--- src/rtl/config_bus_pkg.sv ---
// Shared definitions for the tile configuration bus and its stream loader.
package config_bus_pkg;

   localparam int unsigned ADDR_W  = 32;
   localparam int unsigned DATA_W  = 32;
   localparam int unsigned BYTE_W  = 8;
   localparam int unsigned REC_W   = ADDR_W + DATA_W;
   localparam int unsigned COUNT_W = 16;

   localparam int unsigned TYPE_MSB = 31;
   localparam int unsigned TYPE_LSB = 16;
   localparam int unsigned TILE_MSB = 15;
   localparam int unsigned TILE_LSB = 0;

   localparam logic [15:0] CONFIG_SB        = 16'd7;
   localparam logic [15:0] CONFIG_CB0       = 16'd6;
   localparam logic [15:0] CONFIG_CB1       = 16'd5;
   localparam logic [15:0] CONFIG_CLB       = 16'd4;
   localparam logic [15:0] CONFIG_TYPE_IDLE = 16'd0;

   typedef enum logic [2:0] {
      ST_IDLE,
      ST_HDR,
      ST_REC,
      ST_ISSUE,
      ST_FINISH
   } loader_state_t;

   // Record layout as it arrives on the wire: address in the low word.
   typedef struct packed {
      logic [DATA_W-1:0] data;
      logic [ADDR_W-1:0] addr;
   } config_rec_t;

   function automatic logic [15:0] addr_type(input logic [ADDR_W-1:0] a);
      return a[TYPE_MSB:TYPE_LSB];
   endfunction

   function automatic logic [15:0] addr_tile(input logic [ADDR_W-1:0] a);
      return a[TILE_MSB:TILE_LSB];
   endfunction

endpackage

--- src/rtl/config_stream_loader_if.sv ---
// Byte stream in, configuration bus out; slave is the loader side.
interface config_stream_loader_if;
   import config_bus_pkg::*;

   logic [BYTE_W-1:0] byte_data;
   logic              byte_valid;
   logic              byte_ready;
   logic [ADDR_W-1:0] config_addr;
   logic [DATA_W-1:0] config_data;

   modport master (
      output byte_data, byte_valid,
      input  byte_ready, config_addr, config_data
   );

   modport slave (
      input  byte_data, byte_valid,
      output byte_ready, config_addr, config_data
   );
endinterface

--- src/rtl/byte_assembler.sv ---
// Collects eight little-endian bytes into one address/data record.
module byte_assembler
   import config_bus_pkg::*;
(
   input  logic              clk,
   input  logic              reset,
   input  logic              clear,
   input  logic              accept,
   input  logic [BYTE_W-1:0] byte_data,
   output logic              rec_done_c,
   output config_rec_t       rec_next_c
);

   localparam int unsigned SHIFT_W = REC_W - BYTE_W;

   logic [2:0]         byte_idx;
   logic [SHIFT_W-1:0] shift;
   logic [REC_W-1:0]   rec_flat_c;

   // New bytes enter at the top so the first byte lands in bits [7:0].
   assign rec_flat_c = {byte_data, shift};
   assign rec_next_c = config_rec_t'(rec_flat_c);
   assign rec_done_c = accept && (byte_idx == 3'd7);

   always_ff @(posedge clk or negedge reset) begin
      if (!reset) begin
         byte_idx <= '0;
         shift    <= '0;
      end else if (clear) begin
         byte_idx <= '0;
      end else if (accept) begin
         byte_idx <= byte_idx + 3'd1;
         shift    <= rec_flat_c[REC_W-1:BYTE_W];
      end
   end

endmodule

--- src/rtl/config_stream_loader.sv ---
// Parses a counted byte stream of address/data records and drives the tile
// configuration bus, parking it on IDLE_ADDR whenever no record is issued.
module config_stream_loader
   import config_bus_pkg::*;
#(
   parameter int unsigned       ISSUE_CYCLES = 1,
   parameter logic [ADDR_W-1:0] IDLE_ADDR    = 32'h0000_0000
) (
   input  logic                   clk,
   input  logic                   reset,
   input  logic                   start,
   input  logic                   abort,
   config_stream_loader_if.slave  bus,
   output logic                   busy,
   output logic                   done,
   output logic [COUNT_W-1:0]     records_loaded
);

   localparam int unsigned        ISSUE_W    = 4;
   localparam logic [ISSUE_W-1:0] ISSUE_LAST = ISSUE_W'(ISSUE_CYCLES - 1);

   loader_state_t      state, state_nxt;
   logic               hdr_phase, hdr_phase_nxt;
   logic [BYTE_W-1:0]  hdr_lo, hdr_lo_nxt;
   logic [COUNT_W-1:0] count_n, count_nxt;
   logic [COUNT_W-1:0] rec_cnt_nxt, hdr_count_c, rec_inc_c;
   logic [ISSUE_W-1:0] issue_cnt, issue_nxt;
   logic [ADDR_W-1:0]  addr_q, addr_nxt;
   logic [DATA_W-1:0]  data_q, data_nxt;
   logic               ready_q, ready_nxt, busy_nxt, done_nxt;
   logic               xfer_c, asm_clear_c, asm_accept_c, rec_done_c;
   config_rec_t        rec_next_c;

   assign xfer_c       = bus.byte_valid && ready_q;
   assign asm_clear_c  = (state == ST_IDLE) || abort;
   assign asm_accept_c = xfer_c && (state == ST_REC);
   assign hdr_count_c  = {bus.byte_data, hdr_lo};
   assign rec_inc_c    = records_loaded + COUNT_W'(1);

   assign bus.byte_ready  = ready_q;
   assign bus.config_addr = addr_q;
   assign bus.config_data = data_q;

   byte_assembler u_asm (
      .clk        (clk),
      .reset      (reset),
      .clear      (asm_clear_c),
      .accept     (asm_accept_c),
      .byte_data  (bus.byte_data),
      .rec_done_c (rec_done_c),
      .rec_next_c (rec_next_c)
   );

   // Next state and next registered outputs.
   always_comb begin
      state_nxt     = state;
      hdr_phase_nxt = hdr_phase;
      hdr_lo_nxt    = hdr_lo;
      count_nxt     = count_n;
      issue_nxt     = issue_cnt;
      rec_cnt_nxt   = records_loaded;
      addr_nxt      = IDLE_ADDR;
      data_nxt      = '0;

      case (state)
         ST_IDLE: begin
            if (start && !abort) begin
               state_nxt     = ST_HDR;
               hdr_phase_nxt = 1'b0;
               rec_cnt_nxt   = '0;
            end
         end
         ST_HDR: begin
            if (xfer_c) begin
               if (!hdr_phase) begin
                  hdr_lo_nxt    = bus.byte_data;
                  hdr_phase_nxt = 1'b1;
               end else begin
                  count_nxt = hdr_count_c;
                  state_nxt = (hdr_count_c == '0) ? ST_FINISH : ST_REC;
               end
            end
         end
         ST_REC: begin
            if (rec_done_c) begin
               state_nxt = ST_ISSUE;
               issue_nxt = '0;
               addr_nxt  = rec_next_c.addr;
               data_nxt  = rec_next_c.data;
            end
         end
         ST_ISSUE: begin
            addr_nxt = addr_q;
            data_nxt = data_q;
            if (issue_cnt == ISSUE_LAST) begin
               addr_nxt    = IDLE_ADDR;
               data_nxt    = '0;
               rec_cnt_nxt = rec_inc_c;
               state_nxt   = (rec_inc_c == count_n) ? ST_FINISH : ST_REC;
            end else begin
               issue_nxt = issue_cnt + ISSUE_W'(1);
            end
         end
         ST_FINISH: state_nxt = ST_IDLE;
         default:   state_nxt = ST_IDLE;
      endcase

      // Abort discards any in-flight record without counting it.
      if (abort && (state != ST_IDLE)) begin
         state_nxt   = ST_IDLE;
         addr_nxt    = IDLE_ADDR;
         data_nxt    = '0;
         rec_cnt_nxt = records_loaded;
      end

      done_nxt  = (state_nxt == ST_FINISH);
      busy_nxt  = (state_nxt == ST_HDR) || (state_nxt == ST_REC) || (state_nxt == ST_ISSUE);
      ready_nxt = (state_nxt == ST_HDR) || (state_nxt == ST_REC);
   end

   always_ff @(posedge clk or negedge reset) begin
      if (!reset) begin
         state          <= ST_IDLE;
         hdr_phase      <= 1'b0;
         hdr_lo         <= '0;
         count_n        <= '0;
         issue_cnt      <= '0;
         records_loaded <= '0;
         addr_q         <= IDLE_ADDR;
         data_q         <= '0;
         ready_q        <= 1'b0;
         busy           <= 1'b0;
         done           <= 1'b0;
      end else begin
         state          <= state_nxt;
         hdr_phase      <= hdr_phase_nxt;
         hdr_lo         <= hdr_lo_nxt;
         count_n        <= count_nxt;
         issue_cnt      <= issue_nxt;
         records_loaded <= rec_cnt_nxt;
         addr_q         <= addr_nxt;
         data_q         <= data_nxt;
         ready_q        <= ready_nxt;
         busy           <= busy_nxt;
         done           <= done_nxt;
      end
   end

endmodule

--- src/flat_wrapper.sv ---
// flat-port wrapper written by rule: the top's interface ports become plain ports
module config_stream_loader_flat import config_bus_pkg::*;
#(
   parameter int unsigned       ISSUE_CYCLES = 1,
   parameter logic [ADDR_W-1:0] IDLE_ADDR    = 32'h0000_0000
)
  (clk, reset, start, abort, busy, done, records_loaded, bus_byte_data, bus_byte_valid, bus_byte_ready, bus_config_addr, bus_config_data);
  config_stream_loader_if bus_i ();
  input  logic clk;
  input  logic reset;
  input  logic start;
  input  logic abort;
  output logic busy;
  output logic done;
  output logic [COUNT_W-1:0] records_loaded;
  input wire logic [$bits(bus_i.byte_data)-1:0] bus_byte_data;
  input wire logic [$bits(bus_i.byte_valid)-1:0] bus_byte_valid;
  output wire logic [$bits(bus_i.byte_ready)-1:0] bus_byte_ready;
  output wire logic [$bits(bus_i.config_addr)-1:0] bus_config_addr;
  output wire logic [$bits(bus_i.config_data)-1:0] bus_config_data;
  assign bus_i.byte_data = bus_byte_data;
  assign bus_i.byte_valid = bus_byte_valid;
  assign bus_byte_ready = bus_i.byte_ready;
  assign bus_config_addr = bus_i.config_addr;
  assign bus_config_data = bus_i.config_data;
  config_stream_loader #(.ISSUE_CYCLES(ISSUE_CYCLES), .IDLE_ADDR(IDLE_ADDR)) u_core (.clk(clk), .reset(reset), .start(start), .abort(abort), .bus(bus_i), .busy(busy), .done(done), .records_loaded(records_loaded));
endmodule
--- config.mk ---
export PLATFORM = sky130hd
export DESIGN_NAME = config_stream_loader_flat
export DESIGN_NICKNAME = d
export VERILOG_FILES = /design/src/rtl/config_bus_pkg.sv /design/src/rtl/config_stream_loader_if.sv /design/src/rtl/byte_assembler.sv /design/src/rtl/config_stream_loader.sv /design/src/flat_wrapper.sv
export SDC_FILE = /design/constraint.sdc
export NUM_CORES = 1
export LEC_CHECK = 0
export CAP_MARGIN = 20
export CORE_MARGIN = 5
export CORE_UTILIZATION = 55
export DETAILED_ROUTE_END_ITERATION = 16
export HOLD_SLACK_MARGIN = 0.1
export PLACE_DENSITY_LB_ADDON = 0.15
export SETUP_SLACK_MARGIN = 0.05
export SLEW_MARGIN = 15
export SYNTH_ARGS = -nofsm -noshare
export SYNTH_HDL_FRONTEND = slang
export SYNTH_HIERARCHICAL = 1
export SYNTH_SLANG_ARGS = --single-unit
--- constraint.sdc ---
create_clock -name clk -period 3.2 [get_ports clk]
set_input_delay 0.32 -clock clk [delete_from_list [all_inputs] [get_ports clk]]
set_output_delay 0.32 -clock clk [all_outputs]
set_load 0.02 [all_outputs]
==> impl_metrics.sql, run 1 <==
INSERT INTO impl_metrics (metric_group, metric, value, unit) VALUES
('status', 'status', 'complete, no violations', ''),
('layout', 'commonest_non_fill_non_tap_cell_in_the_layout', 'dfrtp_1', ''),
('timing', 'finalWorstSetupSlack', '0.755', 'ns'),
('routing', 'via_count', '4819', ''),
('yosys', 'synth_sequential_area_ratio', '58.2', '%'),
('global_routing', 'grt_start_max_net_pins', '80', ''),
('timing', 'timing.fmax', '409', 'MHz'),
('setup_path', 'capture_point_of_the_worst_reg_to_reg_path', 'u_core/bus.config_addr[30]$_DFFE_PN0P_', ''),
('layout', 'share_of_layout_cells_above_drive_strength_1', '20.9', '%'),
('floorplanning', 'core_area', '0.0133', 'mm²'),
('setup_path', 'worstPathRequired', '3.55', 'ns'),
('layout', 'syn_to_final_growth', '22.5', '%'),
('routing', 'ant_nets', '0', ''),
('timing', 'worstMarginPinSlew', '0.707', 'ns'),
('global_routing', 'grt_overall_usage', '20.9', '%'),
('yosys', 'count_of_flip_flops_with_a_built_in_enable_after_synthesis', '0', ''),
('timing', 'final.min_clock_period', '2.44', 'ns'),
('cts', 'worst_setup_hold_path_clk_slew', '0.06', 'ns'),
('setup_path', 'critPathLaunchType', 'flip-flop', ''),
('global_routing', 'first_global_vias', '4985', ''),
('placement', 'placed_cells_incl_taps', '798', ''),
('yosys', 'yosys_warnings', '6', ''),
('timing', 'fin_tns_setup', '0', 'ns'),
('setup_path', 'worstSetupEndpointType', 'flip-flop', ''),
('placement', 'detailed_place.area', '0.00855', 'mm²'),
('yosys', 'ys_seq_elements', '174', ''),
('timing', 'slew_limit_fails', '0', ''),
('floorplanning', 'pin_count', '96', ''),
('floorplanning', 'chipHeight', '127', 'µm'),
('setup_path', 'worst_reg2reg_path_depth', '8', ''),
('placement', 'global_placer_s_final_weighted_congestion', '0.823', ''),
('layout', 'finish.cell_count_without_fillers', '830', ''),
('pwr', 'power_density', '593', 'mW/mm²'),
('global_routing', 'wire_length_of_the_first_global_routing_pass', '26800', 'µm'),
('yosys', 'yosys.area_share.simple', '7.66', '%'),
('floorplanning', 'dieArea', '0.0160', 'mm²'),
('timing', 'timing.final.hold_violations', '0', ''),
('setup_path', 'critical_path_class', 'flip-flop to flip-flop', ''),
('timing', 'final_clock_period_utilization_by_the_worst_path', '76.4', '%'),
('timing', 'unrepaired_setup_endpoints_after_global_routing', 'no', ''),
('flow_run', 'drv_cap', '0', ''),
('timing', 'clock_skew', '0.00994', 'ns'),
('cts', 'cts.htree.levels', '4', ''),
('routing', 'drt_iter0_drc', '305', ''),
('pwr', 'clkPwrFrac', '38.2', '%'),
('floorplanning', 'floorplan.initialDensity', '56.2', '%'),
('yosys', 'post_synthesis_mux_area_share', '14.5', '%'),
('yosys', 'post_synth_num_cell_types', '52', ''),
('cts', 'cts_root_buf', 'clkbuf_16', ''),
('pwr', 'sequential_group_share_of_total_power', '48.0', '%'),
('pwr', 'swShare', '25.5', '%'),
('layout', 'nets', '660', ''),
('setup_path', 'timing.critical_path.fanout_max', '51', ''),
('yosys', 'post_synthesis_adder_cell_area_fraction', '0.837', '%'),
('yosys', 'post-synth-top-area-fraction', '58.2', '%'),
('floorplanning', 'die_width', '127', 'µm'),
('setup_path', 'worst_r2r_startpoint', 'u_core/state[0]$_DFF_PN0_', ''),
('placement', 'dp_worst_setup_slack', '0.673', 'ns'),
('floorplanning', 'floorplan.rows', '42', ''),
('layout', 'antenna_cells', '0', ''),
('placement', 'hpwl', '10700', 'µm'),
('yosys', 'syn-instance-count', '559', ''),
('pwr', 'total_leakage_power', '4.34', 'nW'),
('pwr', 'p_sw', '1.39', 'mW'),
('routing', 'totalWireLength', '16000', 'µm'),
('layout', 'layout_common_cells', 'dfrtp_1 (174), clkdlybuf4s50_1 (94), a22o_1 (65)', ''),
('cts', 'clk-insertion-delay-late', '0.42', 'ns'),
('global_routing', 'grt_antenna_before_repair', '0', ''),
('yosys', 'asyncSetResetFlopFracSynth', '100', '%'),
('pwr', 'internal-power', '4.05', 'mW'),
('cts', 'clock-sinks', '174', '');
what timing repair did:
item,in CTS,in global routing
endpoints found under the setup margin,0,0
hold buffers,1,0
buffers inserted,0,0
hold endpoints to repair,77,0
state kept, by name, summed over array words and instances (netlist names):
signal                  flops
u_core/bus.byte_ready       1
u_core/bus.config_addr     32
u_core/bus.config_data     32
u_core/busy                 1
u_core/count_n             16
u_core/done                 1
u_core/hdr_lo               8
u_core/hdr_phase            1
u_core/issue_cnt            4
u_core/records_loaded      16
u_core/state                3
u_core/u_asm/byte_idx       3
u_core/u_asm/shift         56
cell families after synthesis:
group	Yosys count
AOI/OAI and AO/OA	122
xor gates and xnor gates	26
adders and majority gates	5
buffers and inverters	45
DFF	174
muxes	83
and+or+nand+nor	104
how the worst max path moves through the flow:
stage / from / endpoint / slack (ns) / cells after the start
6_report: u_core/state[0]$_DFF_PN0_ / u_core/bus.config_addr[30]$_DFFE_PN0P_ / 0.76 / 8
5_1_grt: u_core/state[2]$_DFF_PN0_ / u_core/bus.config_addr[30]$_DFFE_PN0P_ / 0.55 / 8
4_1_cts: u_core/state[0]$_DFF_PN0_ / u_core/bus.config_addr[30]$_DFFE_PN0P_ / 0.75 / 8
3_5_place_dp: bus_byte_valid / u_core/bus.config_addr[30]$_DFFE_PN0P_ / 0.67 / 8
3_3_place_gp: bus_byte_valid / u_core/bus.config_data[20]$_DFFE_PN0P_ / 0.75 / 8
2_1_floorplan: u_core/records_loaded[0]$_DFFE_PN0P_ / u_core/state[1]$_DFF_PN0_ / 1.01 / 8
critical path: stages, from the launching register on:
cell and delay [ns]:
dfrtp_1 0.47, nor2_1 0.21, nand2_1 0.08, nor2_1 0.42, and2_1 0.22, nand3_1 0.13
nor2_4 0.33, buf_12 0.29, a22o_1 0.20
Yosys cell counts, types with 5 or more instances:
cell type  count
xnor2_1       15
mux2_4        40
and3_1         6
nor4_1         5
clkbuf_1      14
a22o_1        65
buf_2         12
a21oi_1       13
buf_6          5
dfrtp_1      174
ha_1           5
xor2_1        10
nand3_1       11
nand2_1       21
buf_4          8
inv_1          5
o31ai_1        9
mux2_2        41
o21ai_0       19
nor2_1        27
routing by layer:
layer / wire [µm] / GRT usage (%) / vias to the layer above
li1: - / - / 2193
met1: 7220 / 29.1 / 2492
met2: 7700 / 32.9 / 116
met3: 858 / 4.83 / 18
met4: 214 / 6.81 / 0
met5: 0 / 0 / -
power groups by stage:
stage / clock network [mW] / registers (mW) / logic [mW]
finish: 2.08 / 2.61 / 0.747
global placement: 0 / 2.64 / 0.709
CTS: 2.12 / 2.61 / 0.756
global route: 2.23 / 2.64 / 0.828
floorplan: 0 / 2.59 / 0.561
detailed placement: 0 / 2.65 / 0.745
stage by stage:
stage,utilization [%],power (mW)
6_report,68.9,5.43
5_1_grt,68.9,5.70
4_1_cts,68.9,5.49
3_5_place_dp,64.3,3.39
3_3_place_gp,64.3,3.35
2_1_floorplan,-,3.15
cell type report:
type,count,area [µm²],area share [%]
clock buffer,24,502,5.48
clock inverter,7,103,1.12
inverter,5,18.8,0.205
multi-input combinational,340,2890,31.6
sequential,174,4350,47.5
tap,176,220,2.40
timing repair buffer,104,1070,11.7
Note: power is estimated with default switching activity, not from simulation.
==> run 2: changes to the inputs <==
- clock period: 3.2 -> 2.3 ns (I/O delays scaled with it)
==> impl_metrics.sql, run 2 (synthesized netlist as in run 1, its figures left out) <==
INSERT INTO impl_metrics (metric_group, metric, value, unit) VALUES
('setup_path', 'path_delay_family', 'compound AO/OA/AOI/OAI gates', ''),
('floorplanning', 'floorplan.rows', '42', ''),
('layout', 'nets', '677', ''),
('timing', 'setup_viol_count_final', '0', ''),
('timing', 'timing.final.hold_violations', '0', ''),
('cts', 'cts.htree.levels', '4', ''),
('layout', 'syn_to_final_growth', '24.6', '%'),
('pwr', 'total_leakage_power', '4.42', 'nW'),
('placement', 'hpwl', '11100', 'µm'),
('cts', 'clock-sinks', '174', ''),
('cts', 'clk-insertion-delay-late', '0.42', 'ns'),
('timing', 'final.min_clock_period', '2.12', 'ns'),
('layout', 'commonest_non_fill_non_tap_cell_in_the_layout', 'dfrtp_1', ''),
('placement', 'dp_worst_setup_slack', '-0.0119', 'ns'),
('layout', 'share_of_layout_cells_above_drive_strength_1', '23.1', '%'),
('worst_hold_path', 'hp-class', 'input port to async pin', ''),
('routing', 'totalWireLength', '16800', 'µm'),
('layout', 'registers.top_by_ff_count', 'u_core/u_asm/shift', ''),
('layout', 'num-fill-cells', '936', ''),
('setup_path', 'critical_path_class', 'flip-flop to flip-flop', ''),
('global_routing', 'first_global_vias', '5041', ''),
('pwr', 'swShare', '26.0', '%'),
('flow_run', 'drv_cap', '0', ''),
('setup_path', 'timing.critical_path.fanout_max', '5', ''),
('layout', 'largest_reg_flops', '56', ''),
('global_routing', 'wire_length_of_the_first_global_routing_pass', '27400', 'µm'),
('floorplanning', 'chipHeight', '127', 'µm'),
('pwr', 'power_density', '811', 'mW/mm²'),
('timing', 'timing.max_slew.rel_slack', '60.2', '%'),
('pwr', 'p_sw', '1.97', 'mW'),
('timing', 'fin_hold_ws', '0.357', 'ns'),
('setup_path', 'critPathMaxStageDelay', '0.35', 'ns'),
('routing', 'post_drt_wl_per_cell', '19.8', 'µm'),
('global_routing', 'grt_antenna_before_repair', '0', ''),
('timing', 'slew_limit_fails', '0', ''),
('pwr', 'internal-power', '5.59', 'mW'),
('routing', 'drt_first_pass_iters', '5', ''),
('routing', 'drt_iter0_drc', '350', ''),
('timing', 'unrepaired_setup_endpoints_after_global_routing', 'no', ''),
('pwr', 'max-vdd-ir-drop', '0.733', 'mV'),
('setup_path', 'critPathLaunchType', 'flip-flop', ''),
('floorplanning', 'floorplan.initialDensity', '56.2', '%'),
('cts', 'post-cts-setup-buffer-count', '0', ''),
('floorplanning', 'core_area', '0.0133', 'mm²'),
('global_routing', 'grt_overall_usage', '21.4', '%'),
('layout', 'layout_common_cells', 'dfrtp_1 (174), clkdlybuf4s50_1 (94), a22o_1 (65)', ''),
('timing', 'final_clock_period_utilization_by_the_worst_path', '92.3', '%'),
('routing', 'via_count', '4923', ''),
('setup_path', 'critPathArrivalTime', '2.42', 'ns'),
('timing', 'clock_skew', '0.00570', 'ns'),
('cts', 'cts-buffers-inserted', '17', ''),
('routing', 'routed_via_density', '5.81', ''),
('setup_path', 'worstPathRequired', '2.60', 'ns'),
('setup_path', 'crit_chain', 'ha_1, and3_2, nand3_1, o41ai_1, nand4_1, a21oi_2, a31o_2, o21ai_1', ''),
('placement', 'placement.io_buffers', '95', ''),
('layout', 'antenna_cells', '0', ''),
('routing', 'drc', '0', ''),
('cts', 'worst_setup_hold_path_clk_slew', '0.06', 'ns'),
('pwr', 'logic_gate_share_of_total_power', '14.1', '%'),
('status', 'status', 'complete, no violations', ''),
('cts', 'clock_path_buffers', '2', ''),
('pwr', 'sequential_group_share_of_total_power', '48.2', '%'),
('setup_path', 'cpMaxStageDelayCell', 'dfrtp_1', ''),
('floorplanning', 'die_width', '127', 'µm'),
('timing', 'worstMarginPinSlew', '0.597', 'ns'),
('floorplanning', 'dieArea', '0.0160', 'mm²'),
('routing', 'ant_nets', '0', ''),
('cts', 'cts_root_buf', 'clkbuf_16', ''),
('timing', 'finalWorstSetupSlack', '0.176', 'ns'),
('floorplanning', 'pin_count', '96', ''),
('cts', 'tritoncts', 'built', ''),
('placement', 'global_placer_s_final_weighted_congestion', '0.847', ''),
('setup_path', 'worstSetupEndpointType', 'flip-flop', ''),
('setup_path', 'cp_buf_inv_count', '0', ''),
('global_routing', 'residual_overflow_from_global_routing', '0', ''),
('global_routing', 'grt_start_max_net_pins', '59', ''),
('pwr', 'clkPwrFrac', '37.7', '%'),
('timing', 'timing.fmax', '471', 'MHz');
## run 2: final timing paths
check                                                            from                                     end  slack (ns)  depth (start not counted)
worst max register to register   u_core/records_loaded[0]$_DFFE_PN0P_               u_core/state[1]$_DFF_PN0_        0.18                          8
worst min-delay path                                            reset   u_core/bus.config_addr[7]$_DFFE_PN0P_        0.36                          2
min in group clk                                                start            u_core/hdr_phase$_DFFE_PN0P_        0.46                          4
worst max-delay path             u_core/records_loaded[0]$_DFFE_PN0P_               u_core/state[1]$_DFF_PN0_        0.18                          8
worst min register to register  u_core/bus.config_addr[4]$_DFFE_PN0P_   u_core/bus.config_addr[4]$_DFFE_PN0P_        0.50                          1
max in group asynchronous                                       reset  u_core/bus.config_data[28]$_DFFE_PN0P_        1.16                          3
## run 2: routing by layer
| metal | part of all wire (%) | global-route usage, % | vias to the layer above |
|---|---|---|---|
| li1 | - | - | 2227 |
| met1 | 46 | 29.5 | 2556 |
| met2 | 48 | 33.8 | 128 |
| met3 | 4.5 | 5.84 | 12 |
| met4 | 0.92 | 5.93 | 0 |
| met5 | 0 | 0 | - |
## run 2: layout make-up
cell class / count / area, µm² / area share (%)
flip-flops and latches: 174 / 4350 / 46.7
multi-input cells: 341 / 2910 / 31.2
repair buffers: 120 / 1230 / 13.2
clock buffers: 23 / 478 / 5.13
well taps: 176 / 220 / 2.36
clock inverters: 8 / 106 / 1.14
inverters: 5 / 18.8 / 0.201
## run 2: power groups by stage
stage               clock (mW)  sequential (mW)  combinational [mW]
floorplan                    0             3.60               0.780
global placement             0             3.68                1.01
detailed placement           0             3.69                1.04
CTS                       2.90             3.64                1.07
global route              3.03             3.68                1.19
finish                    2.85             3.64                1.07
## run 2: worst reg2reg max path: cells and delay by family (launching register included)
kind            cells  cell delay [ns]
simple gates        3             0.57
fa+ha+maj           1             0.29
flops               1             0.35
compound gates      4             0.79
## run 2: stage by stage
step	power, mW	instance area [µm²]	cells	TNS [ns]	util, %
global placement	4.69	8710	814	0	65.5
finish	7.56	9320	847	0	70.1
detailed placement	4.74	8710	814	-0.0119	65.5
CTS	7.61	9310	846	0	70.0
floorplan	4.38	7480	559	0	-
global route	7.90	9320	847	0	70.1
## run 2: timing repair
item	in CTS	in global routing
pin swaps	0	1
gates resized for setup	1	1
hold buffers	1	0
gates cloned	0	1
endpoints found under the setup margin	12	53
hold endpoints to repair	55	0
==> run 3: changes to the inputs <==
- CTS_CLUSTER_DIAMETER: default -> 40
- SETUP_SLACK_MARGIN: 0.05 -> default
==> results of run 3 <==
Final layout, timing and power as in run 2 (identical DEF).
